==> config.mk <==
export PLATFORM = sky130hd
export DESIGN_NAME = led_blink_core
export DESIGN_NICKNAME = d
export VERILOG_FILES = /design/src/rtl/led_blink_core_pkg.sv /design/src/rtl/led_blink_core_tick_prescaler.sv /design/src/rtl/led_blink_core.sv
export SDC_FILE = /design/constraint.sdc
export NUM_CORES = 1
export LEC_CHECK = 0
export ABC_AREA = 1
export CORE_AREA = 2 2 39 41
export CTS_BUF_LIST = sky130_fd_sc_hd__clkbuf_8
export DETAILED_ROUTE_END_ITERATION = 16
export DIE_AREA = 0 0 41 43
export PLACE_DENSITY_LB_ADDON = 0.3
export SKIP_LAST_GASP = 1
export SLEW_MARGIN = 10
export SYNTH_ARGS = -nofsm -noshare
export SYNTH_HDL_FRONTEND = slang
export SYNTH_SLANG_ARGS = --single-unit
==> constraint.sdc <==
create_clock -name clk -period 1.3 [get_ports clk]
set_clock_uncertainty 0.2 [all_clocks]
set_input_delay 0.26 -clock clk [delete_from_list [all_inputs] [get_ports clk]]
set_output_delay 0.26 -clock clk [all_outputs]
set_load 0.02 [all_outputs]
==> src/rtl/led_blink_core_pkg.sv <==
// Shared definitions for the LED blink/breathe core:
// mode encodings, ramp direction and a counter width helper.
package led_pkg;

   localparam int MODE_BLINK   = 0;
   localparam int MODE_BREATHE = 1;

   typedef enum logic {
      DIR_UP   = 1'b0,
      DIR_DOWN = 1'b1
   } dir_t;

   // clog2 of n with a floor of one bit, so a divide-by-1 still has a register
   function automatic int cnt_width(input int n);
      int w;
      w = 1;
      while ((1 << w) < n) begin
         w = w + 1;
      end
      return w;
   endfunction

endpackage

==> src/rtl/led_blink_core_tick_prescaler.sv <==
// Free-running prescaler: counts 0..TICK_DIV-1 and flags
// the last count of each period as a one-cycle tick.
module tick_prescaler
   import led_pkg::*;
#(
   parameter int TICK_DIV = 10
) (
   input  logic clk,
   input  logic rst_n,
   output logic tick
);

   localparam int CW = cnt_width(TICK_DIV);
   localparam logic [CW-1:0] LAST = CW'(TICK_DIV - 1);

   logic [CW-1:0] cnt_q;

   assign tick = (cnt_q == LAST);

   always_ff @(posedge clk or negedge rst_n) begin
      if (!rst_n) begin
         cnt_q <= '0;
      end else if (tick) begin
         cnt_q <= '0;
      end else begin
         cnt_q <= cnt_q + CW'(1);
      end
   end

endmodule

==> src/rtl/led_blink_core.sv <==
// LED driver: square-wave blink or triangle-ramped PWM breathing,
// both paced by a shared prescaler tick.
module led_blink_core
   import led_pkg::*;
#(
   parameter int TICK_DIV = 10,
   parameter int MODE     = 0,
   parameter int PWM_BITS = 4
) (
   input  logic clk,
   input  logic rst_n,
   output logic led
);

   // Any unknown mode collapses onto blink
   localparam int MODE_EFF =
      (MODE == MODE_BREATHE) ? MODE_BREATHE : MODE_BLINK;

   logic tick;

   tick_prescaler #(
      .TICK_DIV(TICK_DIV)
   ) u_prescaler (
      .clk  (clk),
      .rst_n(rst_n),
      .tick (tick)
   );

   generate
      if (MODE_EFF == MODE_BREATHE) begin : g_breathe

         localparam logic [PWM_BITS-1:0] DUTY_MAX = '1;

         dir_t                dir_q;
         dir_t                dir_d;
         logic [PWM_BITS-1:0] duty_q;
         logic [PWM_BITS-1:0] duty_d;
         logic [PWM_BITS-1:0] pwm_q;
         logic                led_d;

         always_ff @(posedge clk or negedge rst_n) begin
            if (!rst_n) begin
               dir_q  <= DIR_UP;
               duty_q <= '0;
               pwm_q  <= '0;
               led    <= 1'b0;
            end else begin
               dir_q  <= dir_d;
               duty_q <= duty_d;
               pwm_q  <= pwm_q + PWM_BITS'(1);
               led    <= led_d;
            end
         end

         // At either end of the ramp the tick only turns around
         always_comb begin
            dir_d  = dir_q;
            duty_d = duty_q;
            led_d  = (pwm_q < duty_q);
            if (tick) begin
               unique case (dir_q)
                  DIR_UP: begin
                     if (duty_q == DUTY_MAX) begin
                        dir_d = DIR_DOWN;
                     end else begin
                        duty_d = duty_q + PWM_BITS'(1);
                     end
                  end
                  DIR_DOWN: begin
                     if (duty_q == '0) begin
                        dir_d = DIR_UP;
                     end else begin
                        duty_d = duty_q - PWM_BITS'(1);
                     end
                  end
                  default: begin
                     dir_d = DIR_UP;
                  end
               endcase
            end
         end

      end else begin : g_blink

         always_ff @(posedge clk or negedge rst_n) begin
            if (!rst_n) begin
               led <= 1'b0;
            end else if (tick) begin
               led <= ~led;
            end
         end

      end
   endgenerate

endmodule

After elaboration in Yosys (flattened, before gate mapping)
Cells that the tools add are included.
{"block": "op_classes", "addsub": 1, "eq_ne": 1, "muxes": 1, "bitwise_logic": 1}
{"operator": "4-bit by 1-bit adder with 4-bit output, second input constant", "n": 1}
{"operator": "4-bit == test, second input constant", "n": 1}
{"operator": "4-bit 2-to-1 mux", "n": 1}
{"operator": "1-bit NOT", "n": 1}
{"block": "word_totals", "reg_bits": 5, "in_bits": 2, "output_inout_bits": 1}

Logic depth before layout (Yosys ltp)
Gate-level depths: netlist of run 1.
{"block": "logic_depth", "depth_word": 2, "depth_mapped": 6}

By module
Synthesis of run 1 repeated with hierarchy kept, for this count alone.
{"block": "hier_totals", "cells_unflattened": 26, "area_unflattened_um2": 220.2}
{"mod": "tick_prescaler", "n_inst": 1, "cells_per_inst": 20, "area_per_inst_um2": 176.4, "seq_area_each_um2": 100.1}
{"mod": "led_blink_core", "n_inst": 1, "cells_per_inst": 6, "area_per_inst_um2": 43.8, "seq_area_each_um2": 25.0}

Worst setup path before layout of run 1
Ideal clock, no wire load.
{"block": "synth_timing", "path_type": "register to register", "from": "register u_prescaler.cnt_q[2]", "to": "register led", "setup_ns": 0.065, "arrival_time_ns": 0.738, "slack_ns": 0.297, "stages_incl_launch_ff": 6, "n_path_buf": 0, "period_less_slack_ns": 1.003, "cell_sequence": "dfrtp_1 > inv_2 > nand2_1 > nor2_2 > nand2_1 > nand2_1"}
{"block": "synth_between", "elab_chain_cells": 1}
{"item": "start, declared", "line": "led_blink_core_tick_prescaler.sv:16", "rtl": "logic [CW-1:0] cnt_q;"}
{"item": "start signal, assigned", "line": "led_blink_core_tick_prescaler.sv:26", "rtl": "cnt_q <= cnt_q + CW'(1);"}
{"item": "4-bit == test", "line": "led_blink_core_tick_prescaler.sv:18", "rtl": "assign tick = (cnt_q == LAST);"}
{"item": "end signal, assigned", "line": "led_blink_core.sv:89", "rtl": "led <= ~led;"}
{"item": "end, declared", "line": "led_blink_core.sv:12", "rtl": "output logic led"}
No other way between the ends.
A chain may end at the register's enable or synchronous reset.

Worst setup path in the final report of run 1
{"block": "layout_timing", "from": "register led", "to": "output led"}
No word-level cell between the ends.

==> results of run 1 <==
worst reg2reg max path, stage by stage, from the launching register on:
cell and delay, ps:
sky130_fd_sc_hd__dfrtp_1 390, sky130_fd_sc_hd__inv_2 60, sky130_fd_sc_hd__nand2_1 80, sky130_fd_sc_hd__nor2_2 150
sky130_fd_sc_hd__nand2_1 60, sky130_fd_sc_hd__nand2_1 60
metal layers:
layer  GRT usage  part of all wire
met3     0.01571             0.030
met4      0.1200             0.021
met2      0.1000              0.48
met1     0.08525              0.47
met5           0                 0
registers in the layout, indices dropped and copies added, names as in the netlist:
| name | cells |
|---|---|
| u_prescaler.cnt_q | 4 |
| led | 1 |
stage by stage:
| stage | hold WS, ps | instances |
|---|---|---|
| final | 64.91 | 52 |
| after global routing | 99.51 | 52 |
| after CTS | 72.73 | 52 |
| after detailed placement | 311.4 | 48 |
| after global placement | 308.2 | 48 |
| after floorplan | -235.6 | 29 |
power groups by stage:
| stage | clock network (mW) | logic [mW] | registers [mW] |
|---|---|---|---|
| final | 0.283 | 0.00563 | 0.157 |
| after global routing | 0.301 | 0.00691 | 0.156 |
| after CTS | 0.294 | 0.00609 | 0.156 |
| after detailed placement | 0 | 0.00609 | 0.158 |
| after global placement | 0 | 0.00600 | 0.158 |
| after floorplan | 0 | 0.0000000810 | 0.159 |
synthesized netlist by cell type, drive strengths merged:
library cell	number	area [µm²]
nor2	3	18.77
o21ai	2	10.00
nand4	1	6.260
dfrtp	5	125.1
nand2	10	37.54
nand3	1	5.000
inv	7	26.27
logic make-up after synthesis:
family,synth area share
AOI/OAI and AO/OA,0.04367
buffers and inverters,0.1147
DFF,0.5464
and+or+nand+nor,0.2951
how the worst max path moves through the flow:
stage | start | end | depth (start not counted)
finish | led | led | 1
global route | led | led | 1
CTS | led | led | 1
detailed placement | led | led | 1
global placement | led | led | 1
floorplan | u_prescaler.cnt_q[2] | led | 5
final cells by class:
| class | instances | area, µm² |
|---|---|---|
| fillers | 151 | 1067 |
| flip-flops and latches | 5 | 125.1 |
| multi-input cells | 17 | 77.57 |
| clock buffers | 3 | 41.29 |
| inverters | 7 | 26.28 |
| repair buffers | 3 | 22.52 |
| well taps | 16 | 20.02 |
| clock inverters | 1 | 3.754 |
what timing repair did:
item | CTS | global route
setup endpoints to repair | 1 | 0
resized for setup | 4 | 0
hold buffers | 0 | 0
setup buffers | 0 | 0
endpoints found under the hold margin | 0 | 0
==> out/qor.log, run 1 <==
qor: setup_path.ff2ff_path_depth 5
qor: setup_path.rr_startpoint u_prescaler.cnt_q[2]
qor: grt.initial_antenna_violation_count 0
qor: die.core-area 1384 µm²
qor: route.wl_per_cell 8.327 µm
qor: timing.clock.fmax 0.8365 GHz
qor: synth.ffs_latches_synth 5
qor: die.rows 14
qor: die.die_height 43 µm
qor: placed_design.gp_congestion 0.7295
qor: setup_path.timing.critical_path.max_delay_family flip-flops
qor: cells_and_area.finalNetCount 39
qor: setup_path.setup.reg_to_reg.worst_slack 230 ps
qor: power.p_sw_frac 0.1863
qor: clock_tree.inserted_clock_buffers 3
qor: synth.syn-mean-instance-area 7.896 µm²
qor: power.pleak 0.1840 nW
qor: clock_tree.cts.reportedPaths.clkPinSlew 40 ps
qor: synth.synth_cell_type_count 9
qor: setup_path.worstPathArrival 740 ps
qor: setup_path.critical_path_class flop to primary output
qor: timing.setup-violations-final 0
qor: grt.track_usage 0.07980
qor: power.power_density 1405 nW/µm²
qor: die.io_pins 3
qor: placed_design.placedInstanceArea 276.5 µm²
qor: setup_path.crit_path_top_delay_cell sky130_fd_sc_hd__dfrtp_1
qor: cells_and_area.final_design_area_no_fill 316.6 µm²
qor: clock_tree.clock_tree.htree_level_count 1
qor: timing.final-max-slew-violation-count 0
qor: timing.grt_setup_unrepaired no
qor: setup_path.crit_path_max_fanout 2
qor: route.route.detailed.vias_per_inst 3.635
qor: cells_and_area.number_of_antenna_repair_diodes 0
qor: route.postRouteWirelength 433 µm
qor: route.remaining_drc_errors 0
qor: die.initial_core_util 0.1655
qor: route.detailedRoute.firstIterationViolations 3
qor: power.switching_power 82.88 µW
qor: timing.fin_crit 1195 ps
qor: run_status.run_status finished, final reports clean
qor: clock_tree.clock_sink_count 5
qor: grt.grt_start_max_net_pins 6
qor: die.chipWidth 41 µm
qor: grt.grt_pass1_vias 198
qor: cells_and_area.final_layout_size_suffix_gt1_frac 0.3056
qor: power.pwr-share-seq 0.352
qor: synth.synthesis.yosys.warnings 0
qor: timing.report.final.hold_viol_count 0
qor: run.maxCapViolations 0
qor: timing.worst-slew-pin-transition 236.6 ps
qor: grt.grt_pass1_wl 814 µm
qor: timing.layout_worst_path_cycle_share 0.9196
qor: placed_design.place_hpwl 314.3 µm
qor: power.power_share_of_the_clock_group 0.635
qor: setup_path.critical_path.max_stage_delay 360 ps
qor: route.routed-via-count 189
qor: power.vdd.ir_drop.worst 495.1 µV
qor: timing.maxSlewHeadroom 0.8417
qor: grt.grt_overflow_total 0
qor: cells_and_area.commonest_cells_after_routing_fill_and_taps_aside sky130_fd_sc_hd__nand2_1 (10), sky130_fd_sc_hd__inv_1 (5), sky130_fd_sc_hd__dfrtp_1 (5)
qor: placed_design.port_bufs 2
qor: setup_path.worstPathCellList buf_2
qor: die.die_area 1763 µm²
qor: cells_and_area.postLayoutCoreUtil 0.2288
qor: synth.ys_seq_area_frac 0.5464
qor: setup_path.path_buf_inv 1
qor: route.ant_nets 0
qor: power.power.total 444.8 µW
qor: clock_tree.cts.root.buffer_cell sky130_fd_sc_hd__clkbuf_8
qor: setup_path.reg2reg_to led
qor: setup_path.worstPathRequired 840 ps
qor: cells_and_area.synthToLayoutAreaGrowth 38.25%
qor: power.combinationalPowerShare 0.013
qor: synth.post_synth_instance_area 229.0 µm²
qor: placed_design.place_worst_setup_slack -80.35 ps
qor: route.drt-pass1-iter-count 4
qor: timing.finalSetupTns 0 ps
qor: clock_tree.cts_tree yes
qor: clock_tree.cts-root-to-sink-buffers 2
qor: hold_path.worstHoldPathType input pin to asynchronous set/reset pin
qor: setup_path.worst_setup_path_end_kind primary output
qor: setup_path.worst_setup_path_start_kind flop
qor: cells_and_area.final_common_cell sky130_fd_sc_hd__nand2_1
qor: synth.synth_cells 29
qor: synth.mappedNetlistNets 31
qor: timing.setup_ws 104.5 ps
qor: clock_tree.clk-insertion-delay-late 220 ps
qor: power.internal_power 362.0 µW
Note: power is estimated with default switching activity, not from simulation.
==> run 2, diff against run 1 <==
Settings changed: SKIP_LAST_GASP 1 to unset.
==> results of run 2 <==
No change in the layout: final DEF, timing and power equal those of run 1.
